<file path="config.mk">
export PLATFORM = sky130hd
export DESIGN_NAME = adc_frame_sequencer
export DESIGN_NICKNAME = d
export VERILOG_FILES = /design/src/rtl/adc_frame_pkg.sv /design/src/rtl/frame_trigger_div.sv /design/src/rtl/adc_frame_sequencer.sv
export SDC_FILE = /design/constraint.sdc
export NUM_CORES = 1
export LEC_CHECK = 0
export CORE_UTILIZATION = 44
export CTS_BUF_LIST = sky130_fd_sc_hd__clkbuf_8
export CTS_CLUSTER_SIZE = 10
export DETAILED_ROUTE_END_ITERATION = 8
export PLACE_DENSITY_LB_ADDON = 0.25
export SLEW_MARGIN = 20
export SYNTH_ARGS = -nofsm -noshare
export SYNTH_HDL_FRONTEND = slang
export SYNTH_SLANG_ARGS = --single-unit
export TNS_END_PERCENT = 30
</file>
<file path="constraint.sdc">
create_clock -name clk_i -period 1.9 [get_ports clk_i]
set_clock_uncertainty 0.2 [all_clocks]
set_input_delay 0.38 -clock clk_i [delete_from_list [all_inputs] [get_ports clk_i]]
set_output_delay 0.38 -clock clk_i [all_outputs]
set_load 0.1 [all_outputs]
</file>
<file path="src/rtl/adc_frame_pkg.sv">
// Shared types and defaults for the ADC frame sequencer.
package adc_frame_pkg;

  typedef enum logic [2:0] {
    IDLE,
    LATCH,
    SEND,
    WAIT_ACK,
    WAIT_DONE
  } state_e;

  typedef enum logic [2:0] {
    F_SYNC,
    F_SEQ,
    F_MASK,
    F_DATA,
    F_CSUM
  } field_e;

  localparam logic [7:0] SYNC_BYTE_DEFAULT = 8'hA5;

  function automatic int bytes_per_ch(input int data_w);
    return (data_w + 7) / 8;
  endfunction

endpackage

</file>
<file path="src/rtl/frame_trigger_div.sv">
// Frame-rate divider: counts 0..FRAME_DIV-1 while enabled, pulses trig_o on wrap.
module frame_trigger_div #(
  parameter int FRAME_DIV = 50000
) (
  input  logic clk_i,
  input  logic rst_ni,
  input  logic enable_i,
  output logic trig_o
);

  localparam int CNT_W = $clog2(FRAME_DIV);
  localparam logic [CNT_W-1:0] CNT_MAX = CNT_W'(FRAME_DIV - 1);

  logic [CNT_W-1:0] cnt_q;

  always_ff @(posedge clk_i or negedge rst_ni) begin
    if (!rst_ni) begin
      cnt_q <= '0;
    end else if (!enable_i) begin
      cnt_q <= '0;
    end else if (cnt_q == CNT_MAX) begin
      cnt_q <= '0;
    end else begin
      cnt_q <= cnt_q + 1'b1;
    end
  end

  assign trig_o = enable_i && (cnt_q == CNT_MAX);

endmodule

</file>
<file path="src/rtl/adc_frame_sequencer.sv">
// Snapshots NUM_CH ADC channels per frame trigger and streams
// SYNC, SEQ, MASK, data, CSUM bytes over the tx_sys send/ready handshake.
module adc_frame_sequencer
  import adc_frame_pkg::*;
#(
  parameter int         NUM_CH    = 4,
  parameter int         DATA_W    = 8,
  parameter int         FRAME_DIV = 50000,
  parameter logic [7:0] SYNC_BYTE = SYNC_BYTE_DEFAULT
) (
  input  logic                     clk_i,
  input  logic                     rst_ni,
  input  logic                     enable_i,
  input  logic                     changed_only_i,
  input  logic [NUM_CH*DATA_W-1:0] ch_data_i,
  input  logic [NUM_CH-1:0]        ch_new_i,
  input  logic                     clear_err_i,
  input  logic                     tx_ready_i,
  output logic                     tx_send_o,
  output logic [7:0]               tx_data_o,
  output logic                     busy_o,
  output logic                     frame_done_o,
  output logic [7:0]               seq_o,
  output logic                     skip_err_o
);

  localparam int BYTES = bytes_per_ch(DATA_W);
  localparam int CH_W  = (NUM_CH > 1) ? $clog2(NUM_CH) : 1;

  state_e                     state_q;
  field_e                     field_q;
  logic [CH_W-1:0]            ch_idx_q;
  logic                       byte_idx_q;
  logic [NUM_CH-1:0]          mask_q;
  logic [NUM_CH-1:0]          new_flags_q;
  logic [NUM_CH*DATA_W-1:0]   snap_q;
  logic [7:0]                 csum_q;
  logic [7:0]                 seq_q;
  logic [7:0]                 tx_data_q;
  logic                       tx_send_q;
  logic                       busy_q;
  logic                       frame_done_q;
  logic                       skip_err_q;

  logic                       trig;
  logic [NUM_CH-1:0]          mask_d;
  logic [NUM_CH-1:0]          flags_clr_d;
  logic [7:0]                 byte_d;
  logic [BYTES*8-1:0]         samp_ext_d;
  logic                       nxt_found_d;
  logic [CH_W-1:0]            nxt_ch_d;

  frame_trigger_div #(
    .FRAME_DIV(FRAME_DIV)
  ) u_div (
    .clk_i   (clk_i),
    .rst_ni  (rst_ni),
    .enable_i(enable_i),
    .trig_o  (trig)
  );

  assign mask_d      = changed_only_i ? new_flags_q : {NUM_CH{1'b1}};
  assign flags_clr_d = (state_q == IDLE && trig) ? mask_d : '0;

  // Next set mask bit: lowest overall when leaving MASK, else lowest above ch_idx_q.
  always_comb begin
    nxt_found_d = 1'b0;
    nxt_ch_d    = '0;
    for (int i = NUM_CH - 1; i >= 0; i--) begin
      if (mask_q[i] && (field_q == F_MASK || i > int'(ch_idx_q))) begin
        nxt_found_d = 1'b1;
        nxt_ch_d    = CH_W'(i);
      end
    end
  end

  always_comb begin
    samp_ext_d = '0;
    samp_ext_d[DATA_W-1:0] = snap_q[int'(ch_idx_q)*DATA_W +: DATA_W];
    case (field_q)
      F_SYNC:  byte_d = SYNC_BYTE;
      F_SEQ:   byte_d = seq_q;
      F_MASK:  byte_d = 8'(mask_q);
      F_DATA:  byte_d = samp_ext_d[(BYTES-1-int'(byte_idx_q))*8 +: 8];
      F_CSUM:  byte_d = csum_q;
      default: byte_d = 8'h00;
    endcase
  end

  always_ff @(posedge clk_i or negedge rst_ni) begin
    if (!rst_ni) begin
      state_q      <= IDLE;
      field_q      <= F_SYNC;
      ch_idx_q     <= '0;
      byte_idx_q   <= 1'b0;
      mask_q       <= '0;
      new_flags_q  <= '0;
      snap_q       <= '0;
      csum_q       <= 8'h00;
      seq_q        <= 8'h00;
      tx_data_q    <= 8'h00;
      tx_send_q    <= 1'b0;
      busy_q       <= 1'b0;
      frame_done_q <= 1'b0;
      skip_err_q   <= 1'b0;
    end else begin
      tx_send_q    <= 1'b0;
      frame_done_q <= 1'b0;
      new_flags_q  <= (new_flags_q & ~flags_clr_d) | ch_new_i;

      if (trig && state_q != IDLE) begin
        skip_err_q <= 1'b1;
      end else if (clear_err_i) begin
        skip_err_q <= 1'b0;
      end

      case (state_q)
        IDLE: begin
          if (trig) begin
            snap_q <= ch_data_i;
            mask_q <= mask_d;
            if (mask_d != '0) begin
              busy_q  <= 1'b1;
              state_q <= LATCH;
            end
          end
        end
        LATCH: begin
          field_q    <= F_SYNC;
          ch_idx_q   <= '0;
          byte_idx_q <= 1'b0;
          csum_q     <= 8'h00;
          state_q    <= SEND;
        end
        SEND: begin
          if (tx_ready_i) begin
            tx_data_q <= byte_d;
            tx_send_q <= 1'b1;
            if (field_q == F_SEQ || field_q == F_MASK || field_q == F_DATA) begin
              csum_q <= csum_q ^ byte_d;
            end
            state_q <= WAIT_ACK;
          end
        end
        WAIT_ACK: begin
          if (!tx_ready_i) state_q <= WAIT_DONE;
        end
        WAIT_DONE: begin
          if (tx_ready_i) begin
            state_q <= SEND;
            case (field_q)
              F_SYNC: field_q <= F_SEQ;
              F_SEQ:  field_q <= F_MASK;
              F_MASK: begin
                field_q    <= F_DATA;
                ch_idx_q   <= nxt_ch_d;
                byte_idx_q <= 1'b0;
              end
              F_DATA: begin
                if (int'(byte_idx_q) < BYTES - 1) begin
                  byte_idx_q <= 1'b1;
                end else if (nxt_found_d) begin
                  ch_idx_q   <= nxt_ch_d;
                  byte_idx_q <= 1'b0;
                end else begin
                  field_q <= F_CSUM;
                end
              end
              default: begin
                frame_done_q <= 1'b1;
                seq_q        <= seq_q + 8'd1;
                busy_q       <= 1'b0;
                state_q      <= IDLE;
              end
            endcase
          end
        end
        default: state_q <= IDLE;
      endcase
    end
  end

  assign tx_send_o    = tx_send_q;
  assign tx_data_o    = tx_data_q;
  assign busy_o       = busy_q;
  assign frame_done_o = frame_done_q;
  assign seq_o        = seq_q;
  assign skip_err_o   = skip_err_q;

endmodule

</file>
==> summary.txt, run 1 <==
Status
  – Status: finished, violations left
  – Violated checks: negative setup slack

Die
  – Number of cell rows: 36
  – Core area: 0.009774 mm²
  – IO Pins: 62
  – Initial core utilization: 45.35%
  – Die Span Y: 102.4 µm
  – DIE AREA: 0.01048 mm²
  – Die X: 102.4 µm

Clock network
  – Clock transition at path regs: 0.10 ns
  – Clk sinks: 92
  – # H-tree levels: 3
  – Later-pin clock latency in the skew report: 0.36 ns
  – CTS Buf Count: 9
  – Root buf cell: clkbuf_8
  – Max Root-Sink Buffers: 2
  – CTS tree: built

STA
  – Part of the cycle the worst path needs: 106.5%
  – Max Transition Viols Final: 0
  – Achievable Freq: 494.1 MHz
  – Tmin final: 2.024 ns
  – Final setup fails: 47
  – Max_slew headroom: 72.14%
  – Hold_ws: 0.2679 ns
  – Final worst slack: -0.1241 ns
  – Setup TNS: -2.428 ns
  – Worst Tran Pin Value: 0.4135 ns
  – Final hold violation count: 0
  – Unrepaired setup endpoints after global routing: true

Setup path
  – CP arrival: 2.08 ns
  – Crit Path Max Fanout: 6
  – Worst R2R End: tx_data_o[1]
  – Required time of the critical path: 1.96 ns
  – Flop-to-flop setup slack: -0.12 ns
  – R2R cell count: 5
  – Critical R2R Launch: ch_idx_q[0]
  – Critical path type: register to register
  – Critical path startpoint category: register
  – Critical path capture point type: register

Synth
  – Mapped cell area: 0.004433 mm²
  – Post-synthesis cell count: 383
  – Cell variety after synth: 47
  – Synth top area share: 51.93%
  – Total of warnings raised by yosys: 0
  – Sequential share of the synthesized area: 51.93%
  – Async set or reset register ratio after synthesis: 100.0%
  – Top FF cell, synth: dfrtp_1
  – Seq cells post-synth: 92
  – Synth Net Count: 427
  – Avg Inst Size Synth: 11.57 µm²
  – Post-synth EDFFs: 0
  – Cell taking the most area after synthesis: dfrtp_1
  – Area contributors post-synth: dfrtp_1 52%, mux2_1 7.4%, mux4_2 4.1%, xnor2_1 2.8%, nor2_1 2.6%

Final layout
  – Share of cells above drive strength 1: 33.67%
  – Layout overhead on the synthesized area: 41.46%
  – N_diodes: 0
  – Nets: 541
  – Multi-input logic area: 0.002196 mm²
  – Post-Layout Cell Count: 635
  – Fillers: 767
  – Final instance area: 0.006271 mm²
  – Fin util: 64.16%
  – Register area: 0.002308 mm²

Run
  – Maxcap violations: 0

Drt
  – Total number of vias: 3,353
  – Drt pass-1 iters: 4
  – Met1 wire length: 4.601 mm
  – # DRC: 0
  – Routed wl met3: 344 µm
  – Average vias per placed instance: 5.280
  – Iteration-0 DRC Markers: 143
  – Final WL: 10.04 mm
  – Top Metal Used: met4
  – Met2 routed WL: 4.931 mm
  – Drt wl/cell: 15.82 µm
  – Post-route ant nets: 0

GRT
  – Largest net degree at the start of global routing: 30
  – GRT Resource Usage Total: 21.15%
  – Vias in the first global route: 3,413
  – Grt total ovfl: 0
  – First-pass GRT wire length: 16.72 mm
  – Initial antenna violation count: 0

Power and ir drop
  – Sequential share of power: 39.6%
  – Gate power share: 38.4%
  – Net Sw Frac: 36.64%
  – Internal power: 3.619 mW
  – PwrDens: 911.0 mW/mm²
  – Clock share of power: 22.0%
  – Tot Pwr: 5.713 mW
  – Psw: 2.093 mW
  – Maximum vdd drop: 0.0006063 V
  – P_leak: 2.796 nW

Place
  – Post-DP Area: 0.005754 mm²
  – Gpl congestion: 0.7959
  – I/O Buffers: 61
  – DPL Wire Length: 7.068 mm
  – Post-placement setup slack: -0.3939 ns
  – Number of cells after detailed placement: 614

Hold path
  – Worst hold path type: input port to async pin
[synth_stat cells (3+ instances only)]
| cell | n |
|---|---|
| nor3b_2 | 3 |
| a22oi_1 | 4 |
| o22ai_1 | 5 |
| a21o_1 | 9 |
| nor2b_1 | 11 |
| nand2_1 | 15 |
| nand4_1 | 4 |
| nand3_1 | 11 |
| mux2_2 | 9 |
| nand3b_1 | 8 |
| buf_2 | 9 |
| nor2_1 | 31 |
| o21ai_1 | 3 |
| mux2_1 | 29 |
| buf_6 | 5 |
| o21ai_0 | 15 |
| xor2_1 | 7 |
| and2_1 | 3 |
| or3_1 | 6 |
| inv_1 | 15 |
| nor3_1 | 5 |
| and3_1 | 5 |
| a21oi_1 | 20 |
| mux2i_1 | 3 |
| xnor2_1 | 14 |
| and4_1 | 3 |
| nand2b_1 | 7 |
| dfrtp_1 | 92 |
| mux4_2 | 8 |
[registers in the layout, summed over array words and instances, names as in the netlist, 4 cells and up]
name         cells
new_flags_q      4
csum_q           8
tx_data_o        8
snap_q          32
u_div.cnt_q     16
mask_q           4
seq_o            8
[worst max-delay path by stage]
stage	end	slack (ns)	cells after the start	from
after floorplan	ch_idx_q[0]	-0.06	5	state_q[1]
after global routing	ch_idx_q[0]	-0.20	5	ch_idx_q[1]
after detailed placement	csum_q[5]	-0.39	5	tx_ready_i
final	tx_data_o[1]	-0.12	5	ch_idx_q[0]
after CTS	tx_data_o[3]	-0.1	5	ch_idx_q[0]
after global placement	ch_idx_q[1]	-0.33	5	tx_ready_i
[layer usage]
layer | GRT usage, % | vias up
li1 | - | 1586
met1 | 28.08 | 1676
met2 | 33.61 | 72
met3 | 4.925 | 19
met4 | 8.462 | 0
met5 | 0 | -
[power by group through the flow]
| stage | logic, mW | registers (mW) | clock network [mW] |
|---|---|---|---|
| 2_1_floorplan | 0.706 | 2.73 | 0 |
| 3_3_place_gp | 1.97 | 2.29 | 0 |
| 3_5_place_dp | 2.02 | 2.29 | 0 |
| 4_1_cts | 2.10 | 2.26 | 1.29 |
| 5_1_grt | 2.33 | 2.28 | 1.37 |
| 6_report | 2.19 | 2.26 | 1.26 |
[critical path: stages (launching register included)]
cell and delay, ns:
dfrtp_1 0.42, buf_6 0.16, mux4_2 0.53, mux2i_4 0.21, o22ai_2 0.12, mux2_2 0.27
[layout by cell type (no fill, tap or decap), types with 10 or more instances in the layout]
| master | count |
|---|---|
| o21ai_0 | 13 |
| buf_4 | 48 |
| nor2b_1 | 11 |
| nand2_1 | 15 |
| mux2_4 | 21 |
| clkdlybuf4s50_1 | 40 |
| dfrtp_1 | 87 |
| nand3_1 | 10 |
| a21oi_1 | 14 |
| xnor2_1 | 14 |
| nor2_1 | 31 |
| buf_12 | 24 |
| inv_1 | 15 |
| mux2_1 | 10 |
| clkbuf_8 | 11 |
[repair_timing]
action | CTS | global route
pin swaps | 15 | 9
setup buffers | 1 | 2
setup endpoints to repair | 50 | 66
cloned | 1 | 0
hold buffers | 1 | 0
endpoints found under the hold margin | 19 | 0
resized for setup | 36 | 27
[logic make-up (layout without fill, tap and decap cells)]
family	Yosys count	after routing	synth area share, %
mux	49	49	14.39
xor+xnor	21	21	4.149
compound gates	68	68	9.879
simple gates	118	118	15.02
buf+inv	33	152	4.064
flops	92	92	51.93
fa+ha+maj	2	2	0.5644
[cell type report]
class	count	area share [%]
clock buffers	11	2.414
clock inverters	5	0.5587
inverters	15	0.8978
multi-input cells	258	35.02
flip-flops and latches	92	36.81
well taps	133	2.654
repair buffers	121	21.65
No activity file was read; power rests on OpenSTA's default activity.
==> run 2, diff against run 1 <==
Settings changed: SKIP_CTS_REPAIR_TIMING set to 1.
==> summary.txt, run 2 (synthesized netlist as in run 1, its figures left out) <==
Setup path
  – CP arrival: 2.11 ns
  – Flop-to-flop setup slack: -0.15 ns
  – Critical path capture point type: register
  – Required time of the critical path: 1.96 ns
  – Worst R2R End: ch_idx_q[0]
  – CP Capture Point: ch_idx_q[0]
  – R2R cell count: 5
  – Critical R2R Launch: field_q[2]
  – Critical path depth in cells: 5
  – Crit path max-delay family: simple AND/OR/NAND/NOR gates
  – Crit path largest cell delay: 0.46 ns
  – Crit path buf inv count: 0
  – Slowest CP cell: dfrtp_1
  – Critical-path cell list: nor3b_2, o21ai_1, and4_1, a221o_1, mux2_1
  – Critical path type: register to register
  – Critical path startpoint category: register
  – Crit Path Max Fanout: 4
  – Setup crit start: field_q[2]

GRT
  – Largest net degree at the start of global routing: 38
  – Grt total ovfl: 0
  – First-pass GRT wire length: 16.05 mm
  – GRT Resource Usage Total: 20.21%
  – Initial antenna violation count: 0
  – Vias in the first global route: 3,327

STA
  – Unrepaired setup endpoints after global routing: true
  – Tmin final: 2.046 ns
  – Final setup fails: 46
  – Part of the cycle the worst path needs: 107.7%
  – Final worst slack: -0.1462 ns
  – Setup TNS: -2.906 ns
  – Achievable Freq: 488.7 MHz
  – Max Transition Viols Final: 0
  – Max_slew headroom: 72.05%
  – Final hold violation count: 0
  – Worst Tran Pin Value: 0.4148 ns

Clock network
  – Clock transition at path regs: 0.10 ns
  – Later-pin clock latency in the skew report: 0.37 ns
  – Max Root-Sink Buffers: 2
  – Root buf cell: clkbuf_8
  – # H-tree levels: 3
  – CTS Buf Count: 9
  – Clk sinks: 92
  – CTS tree: built

Drt
  – Final WL: 10.16 mm
  – # DRC: 0
  – Drt wl/cell: 15.97 µm
  – Drt pass-1 iters: 4
  – Average vias per placed instance: 5.252
  – Iteration-0 DRC Markers: 151
  – Post-route ant nets: 0
  – Total number of vias: 3,340

Final layout
  – Max reg flops: 32
  – Fillers: 758
  – Top Registers: snap_q (32), u_div.cnt_q (16)
  – Multi-input logic area: 0.002212 mm²
  – Most frequent cells in the layout: 87 x dfrtp_1, 47 x buf_4, 40 x clkdlybuf4s50_1
  – Share of cells above drive strength 1: 34.39%
  – Register bank with the most flops: snap_q
  – Commonest non-fill, non-tap cell in the layout: dfrtp_1
  – Final instance area: 0.006307 mm²
  – Nets: 542
  – Fin util: 64.53%
  – Layout overhead on the synthesized area: 42.28%
  – N_diodes: 0
  – Register area: 0.002308 mm²

Die
  – IO Pins: 62
  – Die X: 102.4 µm
  – Core area: 0.009774 mm²
  – Number of cell rows: 36
  – Die Span Y: 102.4 µm
  – DIE AREA: 0.01048 mm²
  – Initial core utilization: 45.35%

Power and ir drop
  – Gate power share: 38.7%
  – Tot Pwr: 5.756 mW
  – PwrDens: 912.5 mW/mm²
  – Psw: 2.121 mW
  – Maximum vdd drop: 0.0006056 V
  – P_leak: 2.810 nW
  – Net Sw Frac: 36.85%
  – Clock share of power: 22.2%
  – Internal power: 3.635 mW
  – Sequential share of power: 39.2%

Run
  – Maxcap violations: 0

Place
  – Post-DP Area: 0.005754 mm²
  – DPL Wire Length: 7.068 mm
  – Gpl congestion: 0.7959
  – I/O Buffers: 61

Status
  – Violated checks: negative setup slack
  – Status: finished, violations left

Hold path
  – Worst hold path type: input port to async pin
run 2: cell type report:
cell class	instances	share of cell area, %
tap	133	2.638
multi-input combinational	258	35.07
timing repair buffer	122	21.84
inverter	15	0.8927
sequential	92	36.60
clock buffer	11	2.400
clock inverter	5	0.5554
run 2: power groups by stage:
stage / clock, mW / combinational [mW] / sequential [mW]
floorplan: 0 / 0.706 / 2.73
global placement: 0 / 1.97 / 2.29
detailed placement: 0 / 2.02 / 2.29
CTS: 1.29 / 2.02 / 2.25
global route: 1.37 / 2.36 / 2.27
finish: 1.27 / 2.22 / 2.26
run 2: how the worst min path moves through the flow:
stage                       from              to  slack (ns)  depth (start not counted)
after detailed placement  rst_ni  u_div.cnt_q[1]        0.11                          1
final                     rst_ni       mask_q[0]        0.26                          2
after global routing      rst_ni       mask_q[1]        0.27                          2
after global placement    rst_ni  u_div.cnt_q[1]        0.11                          1
after floorplan           rst_ni          busy_o       -0.12                          0
after CTS                 rst_ni  u_div.cnt_q[7]       -0.29                          1
run 2: metal layers:
layer / up-vias / global-route usage (%) / wire [µm]
li1: 1585 / - / -
met3: 11 / 4.720 / 290
met5: - / 0 / 0
met2: 58 / 31.70 / 5005
met1: 1686 / 27.49 / 4753
met4: 0 / 7.363 / 110
run 2: stage by stage:
stage,hold slack [ns],instances,setup WS [ns]
2_1_floorplan,-0.1156,383,-0.05534
6_report,0.2605,636,-0.1462
4_1_cts,-0.2938,630,-0.2253
5_1_grt,0.2677,636,-0.1997
3_3_place_gp,0.1052,614,-0.3313
3_5_place_dp,0.1061,614,-0.3939
run 2: worst register-to-register path: cells and delay by family (launching register included):
family	cells	cell delay, ns
simple gates	2	0.50
compound gates	2	0.47
flops	1	0.46
mux	1	0.32
==> run 3, diff against run 2 <==
Settings changed: TNS_END_PERCENT 30 to not set.
==> summary.txt, run 3 (synthesized netlist as in run 1, its figures left out) <==
Status
  – Status: finished, violations left
  – Violated checks: negative setup slack

Clock network
  – Clk sinks: 92
  – Max Root-Sink Buffers: 2
  – Root buf cell: clkbuf_8
  – # H-tree levels: 3
  – Clock transition at path regs: 0.09 ns
  – CTS Buf Count: 9
  – Later-pin clock latency in the skew report: 0.36 ns
  – CTS tree: built

Place
  – DPL Wire Length: 7.197 mm
  – I/O Buffers: 61
  – Gpl congestion: 0.8534

Die
  – DIE AREA: 0.01048 mm²
  – Number of cell rows: 36
  – Initial core utilization: 45.35%
  – Die Span Y: 102.4 µm
  – Core area: 0.009774 mm²
  – IO Pins: 62
  – Die X: 102.4 µm

Setup path
  – Required time of the critical path: 1.96 ns
  – Setup crit start: ch_idx_q[0]
  – Critical path capture point type: register
  – Crit Path Max Fanout: 6
  – Worst R2R End: tx_data_o[1]
  – Critical path startpoint category: register
  – R2R cell count: 5
  – Critical path type: register to register
  – Flop-to-flop setup slack: -0.13 ns
  – Critical R2R Launch: ch_idx_q[0]
  – CP arrival: 2.09 ns

Run
  – Maxcap violations: 0

Power and ir drop
  – Maximum vdd drop: 0.0005479 V
  – PwrDens: 926.8 mW/mm²
  – P_leak: 2.857 nW

Final layout
  – Layout overhead on the synthesized area: 44.79%
  – N_diodes: 0
  – Nets: 554
  – Most frequent cells in the layout: 81 x dfrtp_1, 58 x buf_4, 40 x clkdlybuf4s50_1
  – Top Registers: snap_q (32), u_div.cnt_q (16)
  – Max reg flops: 32
  – Fin util: 65.67%
  – Commonest non-fill, non-tap cell in the layout: dfrtp_1
  – Share of cells above drive strength 1: 36.84%
  – Register bank with the most flops: snap_q

Drt
  – Iteration-0 DRC Markers: 134
  – # DRC: 0
  – Post-route ant nets: 0
  – Drt pass-1 iters: 4
  – Drt wl/cell: 16.13 µm
  – Average vias per placed instance: 5.296
  – Final WL: 10.42 mm
  – Total number of vias: 3,421

STA
  – Part of the cycle the worst path needs: 106.8%
  – Final hold violation count: 0
  – Tmin final: 2.029 ns
  – Max_slew headroom: 77.54%
  – Max Transition Viols Final: 0
  – Unrepaired setup endpoints after global routing: true
  – Achievable Freq: 492.8 MHz
  – Final setup fails: 46
  – Setup TNS: -3.323 ns
  – Final worst slack: -0.1290 ns
  – Worst Tran Pin Value: 0.3369 ns

GRT
  – Initial antenna violation count: 0
  – Grt total ovfl: 0
  – GRT Resource Usage Total: 19.93%
  – Vias in the first global route: 3,322
  – First-pass GRT wire length: 15.71 mm
  – Largest net degree at the start of global routing: 28

Hold path
  – Worst hold path type: input port to async pin
## run 3: cell types whose count changed in the layout (fill, tap and decap cells not counted), sizes merged
cell and change:
clkbuf -1, inv +2, buf +11, bufinv +1, clkinv -3
## run 3: layout make-up
type	instances	area (µm²)
fill	747	3356
sequential	92	2316
multi-input combinational	258	2221
timing repair buffer	134	1486
tap	133	166.4
clock buffer	9	123.9
inverter	15	56.30
clock inverter	5	48.80
## run 3: power by group
group          switching (mW)  total (mW)  internal [mW]
Sequential              0.164        2.28           2.12
Clock                   0.652        1.23          0.581
Combinational            1.31        2.44           1.12
## run 3: metal layers
layer / routed length [µm] / vias up / share of wire, % / GRT usage [%]
met1: 4620 / 1720 / 44 / 25.51
met4: 178 / 0 / 1.7 / 10.00
met2: 5198 / 81 / 50 / 32.32
li1: - / 1609 / - / -
met5: 0 / - / 0 / 0
met3: 425 / 11 / 4.1 / 3.967
## run 3: how the worst max path moves through the flow
stage,to,cells after the start
2_1_floorplan,ch_idx_q[0],5
3_3_place_gp,ch_idx_q[0],5
3_5_place_dp,ch_idx_q[1],5
4_1_cts,csum_q[2],6
5_1_grt,snap_q[27],5
6_report,tx_data_o[1],5
## run 3: stage by stage
step / cell area, µm² / worst slack (ns) / power [mW] / hold WS, ns / cells
floorplan: 4451 / -0.02776 / 3.444 / -0.1156 / 383
global placement: 5788 / -0.3310 / 4.257 / 0.1057 / 618
detailed placement: 5788 / -0.3774 / 4.310 / 0.1040 / 618
CTS: 5961 / -0.2167 / 5.543 / -0.2943 / 632
global route: 6419 / -0.1757 / 6.217 / 0.2993 / 646
finish: 6419 / -0.1290 / 5.949 / 0.2551 / 646
## run 3: critical path: stages, from the launching register on
cell	delay (ns)
dfrtp_2	0.42
buf_12	0.14
mux4_2	0.54
mux2i_4	0.20
o22ai_2	0.14
mux2_4	0.27
==> patch 1: new RTL, config.mk and constraints of run 3 <==
Register the output `skip_err_o` once more, with the module's reset; this adds one clock of latency there. The other outputs are not delayed to match.
--- a/src/rtl/adc_frame_sequencer.sv
+++ b/src/rtl/adc_frame_sequencer.sv
@@ -185,7 +185,13 @@
   assign busy_o       = busy_q;
   assign frame_done_o = frame_done_q;
   assign seq_o        = seq_q;
-  assign skip_err_o   = skip_err_q;
+  always_ff @(posedge clk_i or negedge rst_ni) begin
+    if (!rst_ni) begin
+      skip_err_o <= '0;
+    end else begin
+      skip_err_o <= skip_err_q;
+    end
+  end
 
 endmodule
 
Check against the original RTL: same outputs for any inputs over 10 cycles, from zero or initial values and one cycle with rst_ni low; that may be too few to reach the edited logic, so the function may still have changed.
==> patch 1 against run 3 <==
Design area is 0.94% lower. Critical endpoint is now tx_data_o[3]. Sequential cell count rose by 1. Synthesized area is 0.56% higher. Setup slack is essentially flat. Critical path depth unchanged. Routed wire length down 3.3%. Total power decreased by 0.65%. Final cell count down 1.5%. The run still ends with setup timing left. Combinational power down 5%. Die area up 0.55%.
==> patch 1: results <==
<?xml version="1.0" encoding="UTF-8"?>
<metrics>
  <group name="outcome">
    <metric name="run_status" unit="">finished with violations</metric>
    <metric name="failing_checks" unit="">setup timing</metric>
  </group>
  <group name="drt">
    <metric name="drt-met1-wl" unit="um">4400</metric>
    <metric name="detail_route.wirelength" unit="um">10100</metric>
    <metric name="met3_wirelength" unit="um">458</metric>
    <metric name="vias" unit="">3368</metric>
    <metric name="dr.first_iter.drc_count" unit="">126</metric>
    <metric name="drtPass1Iterations" unit="">5</metric>
    <metric name="route.met2.wl" unit="um">4890</metric>
  </group>
  <group name="cts">
    <metric name="worstSkewPairLatency" unit="ns">0.38</metric>
    <metric name="cts_buffers" unit="">9</metric>
    <metric name="root_buf_cell" unit="">clkbuf_8</metric>
  </group>
  <group name="cells_and_area">
    <metric name="number_of_standard_cells_in_the_final_layout_excluding_fillers" unit="">636</metric>
    <metric name="finish.net_count" unit="">543</metric>
    <metric name="fraction_of_layout_cells_with_a_size_suffix_above_1" unit="%">36.0</metric>
    <metric name="antenna_cells" unit="">0</metric>
  </group>
  <group name="timing">
    <metric name="fin_ws" unit="ns">-0.129</metric>
    <metric name="worst_pin_slew" unit="ns">0.363</metric>
    <metric name="setup_viol_count_final" unit="">40</metric>
    <metric name="max_freq" unit="MHz">493</metric>
  </group>
  <group name="placement">
    <metric name="place_inst" unit="">610</metric>
    <metric name="post_dp_cell_area" unit="um^2">5760</metric>
    <metric name="dp.final_hpwl" unit="um">6870</metric>
    <metric name="detailedPlace.worstSlack" unit="ns">-0.345</metric>
    <metric name="finalWeightedCongestion" unit="">0.819</metric>
  </group>
  <group name="critical_path">
    <metric name="r2r-start" unit="">ch_idx_q[0]</metric>
    <metric name="crit_arrival" unit="ns">2.10</metric>
    <metric name="max_stage_delay" unit="ns">0.54</metric>
  </group>
  <group name="logic_synthesis">
    <metric name="syn_avg_cell_area" unit="um^2">11.6</metric>
    <metric name="synth_top_cells_by_count" unit="">dfrtp_1, nor2_1, mux2_1</metric>
    <metric name="ys.warnings.count" unit="">0</metric>
    <metric name="yosysSeqAreaShare" unit="%">52.2</metric>
    <metric name="syn_nets" unit="">428</metric>
    <metric name="synth_top_cells_by_area" unit="">dfrtp_1, mux2_1, mux4_2</metric>
    <metric name="ys_async_sr_fraction" unit="%">100</metric>
  </group>
  <group name="global_routing">
    <metric name="grt_first_pass_wirelength" unit="um">15300</metric>
    <metric name="grtUsageTotal" unit="%">19.3</metric>
    <metric name="largest_net_degree_at_the_start_of_global_routing" unit="">44</metric>
    <metric name="grt_pass1_vias" unit="">3195</metric>
  </group>
  <group name="hold_path">
    <metric name="class_of_the_worst_hold_path" unit="">flop to flop</metric>
  </group>
  <group name="pwr">
    <metric name="power.static_leakage" unit="nW">2.79</metric>
    <metric name="worst_ir_drop_on_vdd" unit="uV">577</metric>
  </group>
</metrics>
[patch 1: cell types whose count changed after synthesis, sizes merged]
cell,run 3,this run
dfrtp,92,93
[patch 1: logic make-up after synthesis]
family / synth area share (%)
simple gates: 14.9
flops: 52.2
compound gates: 9.82
mux: 14.3
buf+inv: 4.04
xor+xnor: 4.13
fa+ha+maj: 0.561
[patch 1: layer usage]
metal	GRT usage, %	vias to the layer above
li1	-	1583
met1	26.4	1677
met2	29.5	84
met3	3.46	24
met4	10.0	0
met5	0	-
[patch 1: report_power, final]
group | total (mW) | switching (mW) | leakage [nW] | internal, mW
Clock | 1.31 | 0.699 | 0.0977 | 0.615
Combinational | 2.31 | 1.29 | 1.47 | 1.03
Sequential | 2.28 | 0.145 | 1.22 | 2.14
Total | 5.91 | 2.13 | 2.79 | 3.78
[patch 1: per-stage QoR]
stage	hold WS, ns	TNS (ns)
floorplan	-0.116	-0.0708
global placement	0.130	-6.93
detailed placement	0.130	-7.67
CTS	-0.277	-4.34
global route	0.213	-5.05
finish	0.197	-2.07
[patch 1: area by class of cell]
type                    instances  area [um^2]
repair buffers                122         1370
multi-input cells             258         2230
inverters                      15         56.3
fillers                       753         3420
flip-flops and latches         93         2340
well taps                     133          166
clock inverters                 2         16.3
clock buffers                  13          179
[patch 1: final timing paths]
check                           slack [ns]      endpoint  cells after the start
worst min register to register        0.20    skip_err_o                      0
worst max-delay path                 -0.13  tx_data_o[3]                      5
max in group asynchronous             0.68    state_q[2]                      3
min in group asynchronous             0.27  frame_done_o                      2
worst min-delay path                  0.20    skip_err_o                      0
worst max register to register       -0.13  tx_data_o[3]                      5
[patch 1: worst register-to-register path, delay by kind of cell, from the launching register on]
family	cells	cell delay, ns
AOI/OAI and AO/OA	1	0.13
buffers and inverters	1	0.14
muxes	3	1.01
DFF	1	0.43
==> patch 2: new RTL, config.mk and constraints of run 3 <==
Without the edit above. Change the parameter `DATA_W` from 8 to 7.
--- a/src/rtl/adc_frame_sequencer.sv
+++ b/src/rtl/adc_frame_sequencer.sv
@@ -4,7 +4,7 @@
   import adc_frame_pkg::*;
 #(
   parameter int         NUM_CH    = 4,
-  parameter int         DATA_W    = 8,
+  parameter int         DATA_W    = 7,
   parameter int         FRAME_DIV = 50000,
   parameter logic [7:0] SYNC_BYTE = SYNC_BYTE_DEFAULT
 ) (
Ports: changed (resized ch_data_i); port bits go from 62 to 58. No check against the original RTL was run, so the function may have changed too.
==> patch 2 against run 3 <==
Fmax is 9.7% lower. Combinational power is 16% higher. Total power is 6.4% higher. Clock power hardly changed. Routed wire length is 3.5% lower. Sequential cell count is 4 lower. The run still ends with setup timing left. Synthesized area is 3.0% lower. Highest routed layer unchanged. Synthesized cell count is 2.9% lower. Setup slack worse by 0.22 ns. Design area is 1.0% lower.
==> patch 2: results <==
<?xml version="1.0" encoding="UTF-8"?>
<metrics>
  <group name="logic_synthesis">
    <metric name="yosysSeqAreaShare" unit="%">51.2</metric>
    <metric name="synth_top_cells_by_area" unit="">dfrtp_1, mux2_4, nand2_1</metric>
    <metric name="syn_avg_cell_area" unit="um^2">11.6</metric>
  </group>
  <group name="cells_and_area">
    <metric name="flops_and_latches" unit="">88</metric>
    <metric name="layout.non_clock_buffers" unit="">138</metric>
    <metric name="n_all_inverters" unit="">10</metric>
    <metric name="regArea" unit="um^2">2220</metric>
    <metric name="number_of_standard_cells_in_the_final_layout_excluding_fillers" unit="">639</metric>
    <metric name="num-fill-cells" unit="">710</metric>
    <metric name="area_growth_syn_to_layout" unit="%">47.7</metric>
  </group>
  <group name="outcome">
    <metric name="failing_checks" unit="">setup timing</metric>
    <metric name="run_status" unit="">finished with violations</metric>
  </group>
  <group name="critical_path">
    <metric name="top_delay_family_on_crit_path" unit="">simple AND/OR/NAND/NOR gates</metric>
    <metric name="critical_path.max_fanout" unit="">39</metric>
    <metric name="worst_r2r_endpoint" unit="">snap_q[13]</metric>
  </group>
  <group name="global_routing">
    <metric name="grtUsageTotal" unit="%">19.3</metric>
    <metric name="largest_net_degree_at_the_start_of_global_routing" unit="">89</metric>
    <metric name="grt_first_pass_wirelength" unit="um">15000</metric>
  </group>
  <group name="placement">
    <metric name="detailedPlace.worstSlack" unit="ns">-0.360</metric>
    <metric name="post_dp_cell_area" unit="um^2">5660</metric>
    <metric name="place_inst" unit="">606</metric>
  </group>
  <group name="drt">
    <metric name="dr.first_iter.drc_count" unit="">175</metric>
  </group>
  <group name="timing">
    <metric name="final.setup.tns" unit="ns">-12.59</metric>
    <metric name="setup_viol_count_final" unit="">50</metric>
    <metric name="fin_ws" unit="ns">-0.348</metric>
  </group>
  <group name="pwr">
    <metric name="power.static_leakage" unit="nW">2.92</metric>
  </group>
</metrics>
patch 2: cell types whose count changed after synthesis, sizes merged, moves of 4 or more:
cell,run 3,this run
a21oi,20,15
buf,16,10
dfrtp,92,88
a211oi,1,5
nand2b,7,3
o21ai,20,15
nand2,15,31
clkbuf,2,6
and3,5,9
inv,15,10
a22oi,4,0
xor2,7,12
patch 2: how the worst max path moves through the flow:
stage	startpoint	to	slack [ns]	depth (start not counted)
after global routing	ch_idx_q[0]	csum_q[3]	-0.39	7
after global placement	tx_ready_i	ch_idx_q[0]	-0.33	6
after floorplan	u_div.cnt_q[0]	snap_q[0]	-0.17	6
after detailed placement	tx_ready_i	csum_q[1]	-0.36	6
final	u_div.cnt_q[4]	snap_q[13]	-0.35	5
after CTS	u_div.cnt_q[1]	snap_q[13]	-0.35	6
patch 2: power by group through the flow:
stage,clock (mW),combinational (mW),sequential (mW)
final,1.23,2.82,2.29
after global placement,0,2.21,2.28
after global routing,1.35,2.97,2.31
after CTS,1.26,2.25,2.25
after detailed placement,0,2.25,2.29
after floorplan,0,0.814,2.76
patch 2: worst register-to-register path: stages (launching register included):
cell and delay [ns]:
dfrtp_1 0.41, nor4bb_2 0.34, nand4_1 0.21, or3b_4 0.43, buf_12 0.20, mux2_4 0.35
patch 2: kinds of logic (layout without fill, tap and decap cells):
family | count (synthesis) | after routing | share of synthesized area, %
fa+ha+maj | 2 | 2 | 0.582
compound gates | 65 | 65 | 9.95
buf+inv | 26 | 164 | 3.23
xor+xnor | 24 | 24 | 4.89
mux | 40 | 40 | 14.3
simple gates | 127 | 127 | 15.9
flops | 88 | 88 | 51.2
patch 2: routing by layer:
layer	up-vias	track usage [%]	routed length, um
met5	-	0	0
met2	79	33.6	5280
met1	1675	23.6	4210
met4	0	6.02	194
li1	1596	-	-
met3	18	4.99	382
